`src/rtl/uart_pkg.sv`:
```
// Shared definitions for the UART TX/RX slice.
// Holds the state codes, line levels and baud divider helpers.
package uart_pkg;

   typedef enum logic [2:0] {
      IDLE   = 3'd0,
      START  = 3'd1,
      DATA   = 3'd2,
      PARITY = 3'd3,
      STOP   = 3'd4
   } uart_state_e;

   // Flat codes so the state register stays a plain logic vector.
   localparam logic [2:0] ST_IDLE   = IDLE;
   localparam logic [2:0] ST_START  = START;
   localparam logic [2:0] ST_DATA   = DATA;
   localparam logic [2:0] ST_PARITY = PARITY;
   localparam logic [2:0] ST_STOP   = STOP;

   localparam logic LINE_IDLE  = 1'b1;
   localparam logic LINE_START = 1'b0;

   function automatic int baud_div(input int clk_freq, input int baud);
      return clk_freq / baud;
   endfunction

   function automatic int cnt_width(input int div);
      return (div <= 2) ? 1 : $clog2(div);
   endfunction

endpackage

```
`src/rtl/uart_tx_serializer_if.sv`:
```
// Byte handshake between the UART TX control stage and the serializer.
interface uart_tx_serializer_if;

   logic [7:0] data_in;
   logic       tx_en;
   logic       busy_flag;
   logic       tx_done;
   logic       tx;

   modport master (
      output data_in,
      output tx_en,
      input  busy_flag,
      input  tx_done,
      input  tx
   );

   modport slave (
      input  data_in,
      input  tx_en,
      output busy_flag,
      output tx_done,
      output tx
   );

endinterface

```
`src/rtl/uart_baud_gen.sv`:
```
// Bit-period timer: counts 0..DIV-1 while enabled and flags the terminal count.
module uart_baud_gen
   import uart_pkg::*;
#(
   parameter int DIV = 16
) (
   input  logic clk,
   input  logic rst,
   input  logic clear,
   input  logic enable,
   output logic bit_tick
);

   localparam int           W    = cnt_width(DIV);
   localparam logic [W-1:0] LAST = W'(DIV - 1);

   logic [W-1:0] cnt_q;
   logic [W-1:0] cnt_d;

   assign bit_tick = enable && (cnt_q == LAST);

   always_comb begin
      cnt_d = cnt_q;
      if (clear) begin
         cnt_d = '0;
      end else if (enable) begin
         cnt_d = bit_tick ? '0 : cnt_q + 1'b1;
      end
   end

   always_ff @(posedge clk or posedge rst) begin
      if (rst) begin
         cnt_q <= '0;
      end else begin
         cnt_q <= cnt_d;
      end
   end

endmodule

```
`src/rtl/uart_tx_serializer.sv`:
```
// UART transmit serializer: start bit, LSB-first data, optional parity, stop bit(s).
// A request is accepted only when idle; the next one can land the cycle after tx_done.
module uart_tx_serializer
   import uart_pkg::*;
#(
   parameter int CLK_FREQ   = 50_000_000,
   parameter int BAUD       = 9600,
   parameter int DATA_BITS  = 8,
   parameter int PARITY_EN  = 0,
   parameter int PARITY_ODD = 0,
   parameter int STOP_BITS  = 1
) (
   input logic                 sys_clk,
   input logic                 rst,
   uart_tx_serializer_if.slave bus
);

   localparam int         BAUD_DIV  = baud_div(CLK_FREQ, BAUD);
   localparam logic [2:0] LAST_DATA = 3'(DATA_BITS - 1);
   localparam logic [2:0] LAST_STOP = 3'(STOP_BITS - 1);
   localparam logic [7:0] DATA_MASK = 8'((1 << DATA_BITS) - 1);
   localparam logic       ODD_BIT   = (PARITY_ODD != 0);

   logic [2:0] state_q,   state_d;
   logic [7:0] shift_q,   shift_d;
   logic [2:0] bit_idx_q, bit_idx_d;
   logic       parity_q,  parity_d;
   logic       tx_q,      tx_d;
   logic       busy_q,    busy_d;
   logic       done_q,    done_d;

   logic accept;
   logic bit_tick;

   assign accept = bus.tx_en && !busy_q;

   uart_baud_gen #(
      .DIV(BAUD_DIV)
   ) u_baud_gen (
      .clk     (sys_clk),
      .rst     (rst),
      .clear   (accept),
      .enable  (busy_q),
      .bit_tick(bit_tick)
   );

   // The shift register always presents the next data bit at [0].
   always_comb begin
      state_d   = state_q;
      shift_d   = shift_q;
      bit_idx_d = bit_idx_q;
      parity_d  = parity_q;
      tx_d      = tx_q;
      busy_d    = busy_q;
      done_d    = 1'b0;

      case (state_q)
         ST_IDLE: begin
            tx_d   = LINE_IDLE;
            busy_d = 1'b0;
            if (accept) begin
               state_d   = ST_START;
               shift_d   = bus.data_in;
               parity_d  = (^(bus.data_in & DATA_MASK)) ^ ODD_BIT;
               bit_idx_d = '0;
               tx_d      = LINE_START;
               busy_d    = 1'b1;
            end
         end

         ST_START: begin
            if (bit_tick) begin
               state_d   = ST_DATA;
               tx_d      = shift_q[0];
               shift_d   = {1'b0, shift_q[7:1]};
               bit_idx_d = '0;
            end
         end

         ST_DATA: begin
            if (bit_tick) begin
               if (bit_idx_q == LAST_DATA) begin
                  bit_idx_d = '0;
                  if (PARITY_EN != 0) begin
                     state_d = ST_PARITY;
                     tx_d    = parity_q;
                  end else begin
                     state_d = ST_STOP;
                     tx_d    = LINE_IDLE;
                  end
               end else begin
                  bit_idx_d = bit_idx_q + 3'd1;
                  tx_d      = shift_q[0];
                  shift_d   = {1'b0, shift_q[7:1]};
               end
            end
         end

         ST_PARITY: begin
            if (bit_tick) begin
               state_d   = ST_STOP;
               tx_d      = LINE_IDLE;
               bit_idx_d = '0;
            end
         end

         ST_STOP: begin
            tx_d = LINE_IDLE;
            if (bit_tick) begin
               if (bit_idx_q == LAST_STOP) begin
                  state_d   = ST_IDLE;
                  busy_d    = 1'b0;
                  done_d    = 1'b1;
                  bit_idx_d = '0;
               end else begin
                  bit_idx_d = bit_idx_q + 3'd1;
               end
            end
         end

         default: begin
            state_d   = ST_IDLE;
            tx_d      = LINE_IDLE;
            busy_d    = 1'b0;
            bit_idx_d = '0;
         end
      endcase
   end

   always_ff @(posedge sys_clk or posedge rst) begin
      if (rst) begin
         state_q   <= ST_IDLE;
         shift_q   <= '0;
         bit_idx_q <= '0;
         parity_q  <= 1'b0;
         tx_q      <= LINE_IDLE;
         busy_q    <= 1'b0;
         done_q    <= 1'b0;
      end else begin
         state_q   <= state_d;
         shift_q   <= shift_d;
         bit_idx_q <= bit_idx_d;
         parity_q  <= parity_d;
         tx_q      <= tx_d;
         busy_q    <= busy_d;
         done_q    <= done_d;
      end
   end

   assign bus.tx        = tx_q;
   assign bus.busy_flag = busy_q;
   assign bus.tx_done   = done_q;

endmodule

```
`src/flat_wrapper.sv`:
```
// flat-port wrapper written by rule: the top's interface ports become plain ports
module uart_tx_serializer_flat import uart_pkg::*;
#(
   parameter int CLK_FREQ   = 50_000_000,
   parameter int BAUD       = 9600,
   parameter int DATA_BITS  = 8,
   parameter int PARITY_EN  = 0,
   parameter int PARITY_ODD = 0,
   parameter int STOP_BITS  = 1
)
  (sys_clk, rst, bus_data_in, bus_tx_en, bus_busy_flag, bus_tx_done, bus_tx);
  uart_tx_serializer_if bus_i ();
  input logic sys_clk;
  input logic rst;
  input wire logic [$bits(bus_i.data_in)-1:0] bus_data_in;
  input wire logic [$bits(bus_i.tx_en)-1:0] bus_tx_en;
  output wire logic [$bits(bus_i.busy_flag)-1:0] bus_busy_flag;
  output wire logic [$bits(bus_i.tx_done)-1:0] bus_tx_done;
  output wire logic [$bits(bus_i.tx)-1:0] bus_tx;
  assign bus_i.data_in = bus_data_in;
  assign bus_i.tx_en = bus_tx_en;
  assign bus_busy_flag = bus_i.busy_flag;
  assign bus_tx_done = bus_i.tx_done;
  assign bus_tx = bus_i.tx;
  uart_tx_serializer #(.CLK_FREQ(CLK_FREQ), .BAUD(BAUD), .DATA_BITS(DATA_BITS), .PARITY_EN(PARITY_EN), .PARITY_ODD(PARITY_ODD), .STOP_BITS(STOP_BITS)) u_core (.sys_clk(sys_clk), .rst(rst), .bus(bus_i));
endmodule
```
`config.mk`:
```
export PLATFORM = sky130hd
export DESIGN_NAME = uart_tx_serializer_flat
export DESIGN_NICKNAME = d
export VERILOG_FILES = /design/src/rtl/uart_pkg.sv /design/src/rtl/uart_tx_serializer_if.sv /design/src/rtl/uart_baud_gen.sv /design/src/rtl/uart_tx_serializer.sv /design/src/flat_wrapper.sv
export SDC_FILE = /design/constraint.sdc
export NUM_CORES = 1
export LEC_CHECK = 0
export CELL_PAD_IN_SITES_DETAIL_PLACEMENT = 0
export CELL_PAD_IN_SITES_GLOBAL_PLACEMENT = 1
export CORE_UTILIZATION = 44
export CTS_CLUSTER_SIZE = 25
export DETAILED_ROUTE_END_ITERATION = 16
export PLACE_DENSITY_LB_ADDON = 0.1
export SKIP_CTS_REPAIR_TIMING = 1
export SYNTH_ARGS = -nofsm -noshare
export SYNTH_HDL_FRONTEND = slang
export SYNTH_SLANG_ARGS = --single-unit
```
`constraint.sdc`:
```
create_clock -name sys_clk -period 2.5 [get_ports sys_clk]
set_input_delay 0.25 -clock sys_clk [delete_from_list [all_inputs] [get_ports sys_clk]]
set_output_delay 0.25 -clock sys_clk [all_outputs]
set_load 0.03 [all_outputs]
```
==> flow_summary.toml <==
[outcome]
outcome = "finished clean"

[die]
pin_count = 14
fp.dieW_microns = 64.5
dieArea_sq_mm = 0.00416
core_sq_mm = 0.00369
die_y_microns = 64.5
initial_utilization_pct = 46.5
rows = 22

[global_route]
grt_use_total_pct = 20.2
grt_overflow = 0
antenna_found_initial = 0
grt_pass1_wl_microns = 6300
grt_pass1_vias = 1377
grt_max_degree = 31

[critical_path]
cpMostUsedCell = "buf_4"
crit_required_ns = 2.67
path_class = "flop to flop"
worst-path-buf-inv = 2
cp_cell_sequence = "ha_1 > or4b_4 > nor4_4 > buf_4 > o2111ai_1 > buf_4 > nand2_1 > o21ai_0"
endpoint_kind = "flop"
path_max_fanout = 16
crit_family = "simple AND/OR/NAND/NOR gates"
r2r-start = "u_core.u_baud_gen.cnt_q[0]"
cp.arrival_ns = 2.44
cp_slowest_cell = "or4b_4"
max_stage_delay_ns = 0.52
crit_path_start_kind = "flop"
r2r_slack_ns = 0.23
reg2reg_to = "u_core.shift_q[6]"
reg2reg_depth = 8

[layout]
finalNetCount = 217
fill_cells = 337
n_antenna_cell = 0
drive_gt1_share_pct = 11.3
post-route-util_pct = 54.6
area_growth_pct = 17.3
final_cells = 251

[yosys]
ys_ff_latch = 30
syn_area_sq_mm = 0.00172
synth_xor_area_share_pct = 2.55
ys_warn_count = 0
ys.flop_type = "dfrtp_1"
synth-compound-area-share_pct = 16.8
synth_top_family_by_area = "simple AND/OR/NAND/NOR gates"
async_flop_share_pct = 100
synth_seq_area_share_pct = 43.8
syn_avg_cell_area_sq_um = 9.33
synth_adder_area_share_pct = 2.92
synth_edf_count = 0
syn_nets = 199
synth_simple_gate_area_share_pct = 24.4
synthCells = 184
synthDistinctLibCells = 46
synthMuxAreaShare_pct = 5.98

[routing]
wl_per_cell_microns = 13.9
drt_first_pass_iters = 4
wl_microns = 3480
drtAntennaViolNets = 0
drt_first_iter_violations = 87
drc = 0
vias_per_cell = 5.55
vias = 1393

[min_path]
hold_class = "input pin to asynchronous set/reset pin"

[place]
place_congestion = 0.768
place_hpwl_microns = 2440
port_buffers = 13
dpl.cell_count = 243

[sta]
slew_violations = 0
finClkSkew_ns = 0.00781
min_period_ns = 2.27
timing.hold.ws_ns = 0.338
setup_violations = 0
rsz0062_at_grt = "no"
tightest_slew_ns = 0.523
finalHoldViolations = 0
relSlewSlack_pct = 65.0
tns_ns = 0
post-route-period-util_pct = 91.0
max_freq_ghz = 0.440

[cts]
clkSinkCount = 30
cts_root_buf = "clkbuf_8"
clk_latency_ns = 0.29
cts_buffers = 5
clock_path_buffers = 2
clk_pin_slew_ns = 0.07
cts_tree = "done"
h-tree-depth = 2

[power_and_ir_drop]
p_leak_uw = 0.000888
max-vdd-ir-drop_uv = 437
pwr_density_cell_mw_per_mm2 = 963
finalPower_uw = 1940

[flow_run]
cap_violations = 0
kinds of logic after synthesis:
group                      Yosys count
AOI/OAI and AO/OA                   43
DFF                                 30
buffers and inverters               13
xor gates and xnor gates             5
and+or+nand+nor                     79
adders and majority gates            4
muxes                               10
worst reg2reg max path: cells and delay by family (launching register included):
kind | cells | cell delay [ns]
AO/OA/AOI/OAI | 2 | 0.19
buffers and inverters | 2 | 0.43
AND/OR/NAND/NOR | 3 | 0.89
flip-flops | 1 | 0.40
adder cells (fa/ha/maj) | 1 | 0.25
per-layer routing:
layer / track usage [%] / up-vias / part of all wire, %
li1: - / 696 / -
met1: 24.8 / 669 / 46
met2: 32.2 / 22 / 48
met3: 5.63 / 6 / 3.8
met4: 10.6 / 0 / 2.0
met5: 0 / - / 0
worst max path at each step:
stage,startpoint,endpoint,depth (start not counted)
floorplan,u_core.u_baud_gen.cnt_q[0],u_core.bit_idx_q[0],7
global placement,u_core.u_baud_gen.cnt_q[0],u_core.bit_idx_q[0],6
detailed placement,u_core.u_baud_gen.cnt_q[0],u_core.shift_q[6],8
CTS,u_core.u_baud_gen.cnt_q[0],u_core.shift_q[5],8
global route,u_core.u_baud_gen.cnt_q[0],u_core.shift_q[5],8
finish,u_core.u_baud_gen.cnt_q[0],u_core.shift_q[6],8
metrics by stage:
step	setup slack [ns]	cell area, sq um
floorplan	0.330	1720
global placement	0.282	1910
detailed placement	0.226	1910
CTS	0.223	2010
global route	0.0888	2010
finish	0.226	2010
layout make-up:
class                      count  area, sq um  area share [%]
timing repair buffer          18          168            8.32
clock buffer                   5         68.8            3.42
sequential                    30          752            37.3
clock inverter                 3         40.0            1.99
multi-input combinational    141          903            44.8
tap                           48         60.1            2.98
inverter                       6         22.5            1.12
cell usage after synthesis (2+ instances only):
master,count,share of area [%]
nor2_1,14,3.1
xor2_1,3,1.5
ha_1,4,2.9
nand2_1,28,6.1
nand3b_1,3,1.3
o21ai_0,22,6.4
nand2b_1,3,1.1
nand3_1,5,1.5
and3_1,2,0.73
nor3_1,3,0.87
mux2_1,2,1.3
mux2i_1,8,4.7
o21ai_2,2,1.0
nor2b_1,2,0.73
a21oi_1,3,0.87
a22o_1,2,1.0
nand4_1,5,1.8
clkbuf_1,3,0.66
a31oi_1,6,2.2
or2_2,2,0.73
dfrtp_1,29,42
xnor2_1,2,1.0
inv_1,6,1.3
nor3b_1,3,1.3
where the power goes:
part | switching [uW] | leakage, uW | internal (uW) | total (uW)
Clock | 192 | 0.0000579 | 293 | 485
Sequential | 129 | 0.000397 | 620 | 750
Combinational | 391 | 0.000433 | 314 | 705
flip-flops by register name, indices dropped and copies added (netlist names):
name                     flops
u_core.bit_idx_q             3
u_core.bus.tx_done           1
u_core.shift_q               8
u_core.bus.tx                1
u_core.state_q               3
u_core.u_baud_gen.cnt_q     13
u_core.bus.busy_flag         1
cells in the final DEF, fill, tap and decap left out, drive strengths merged, types with 6 or more instances in the layout:
| master | count |
|---|---|
| inv | 6 |
| a31oi | 6 |
| clkdlybuf4s50 | 13 |
| nor2 | 15 |
| mux2i | 8 |
| nand2 | 28 |
| dfrtp | 29 |
| o21ai | 25 |
(Power assumes the default switching activity.)
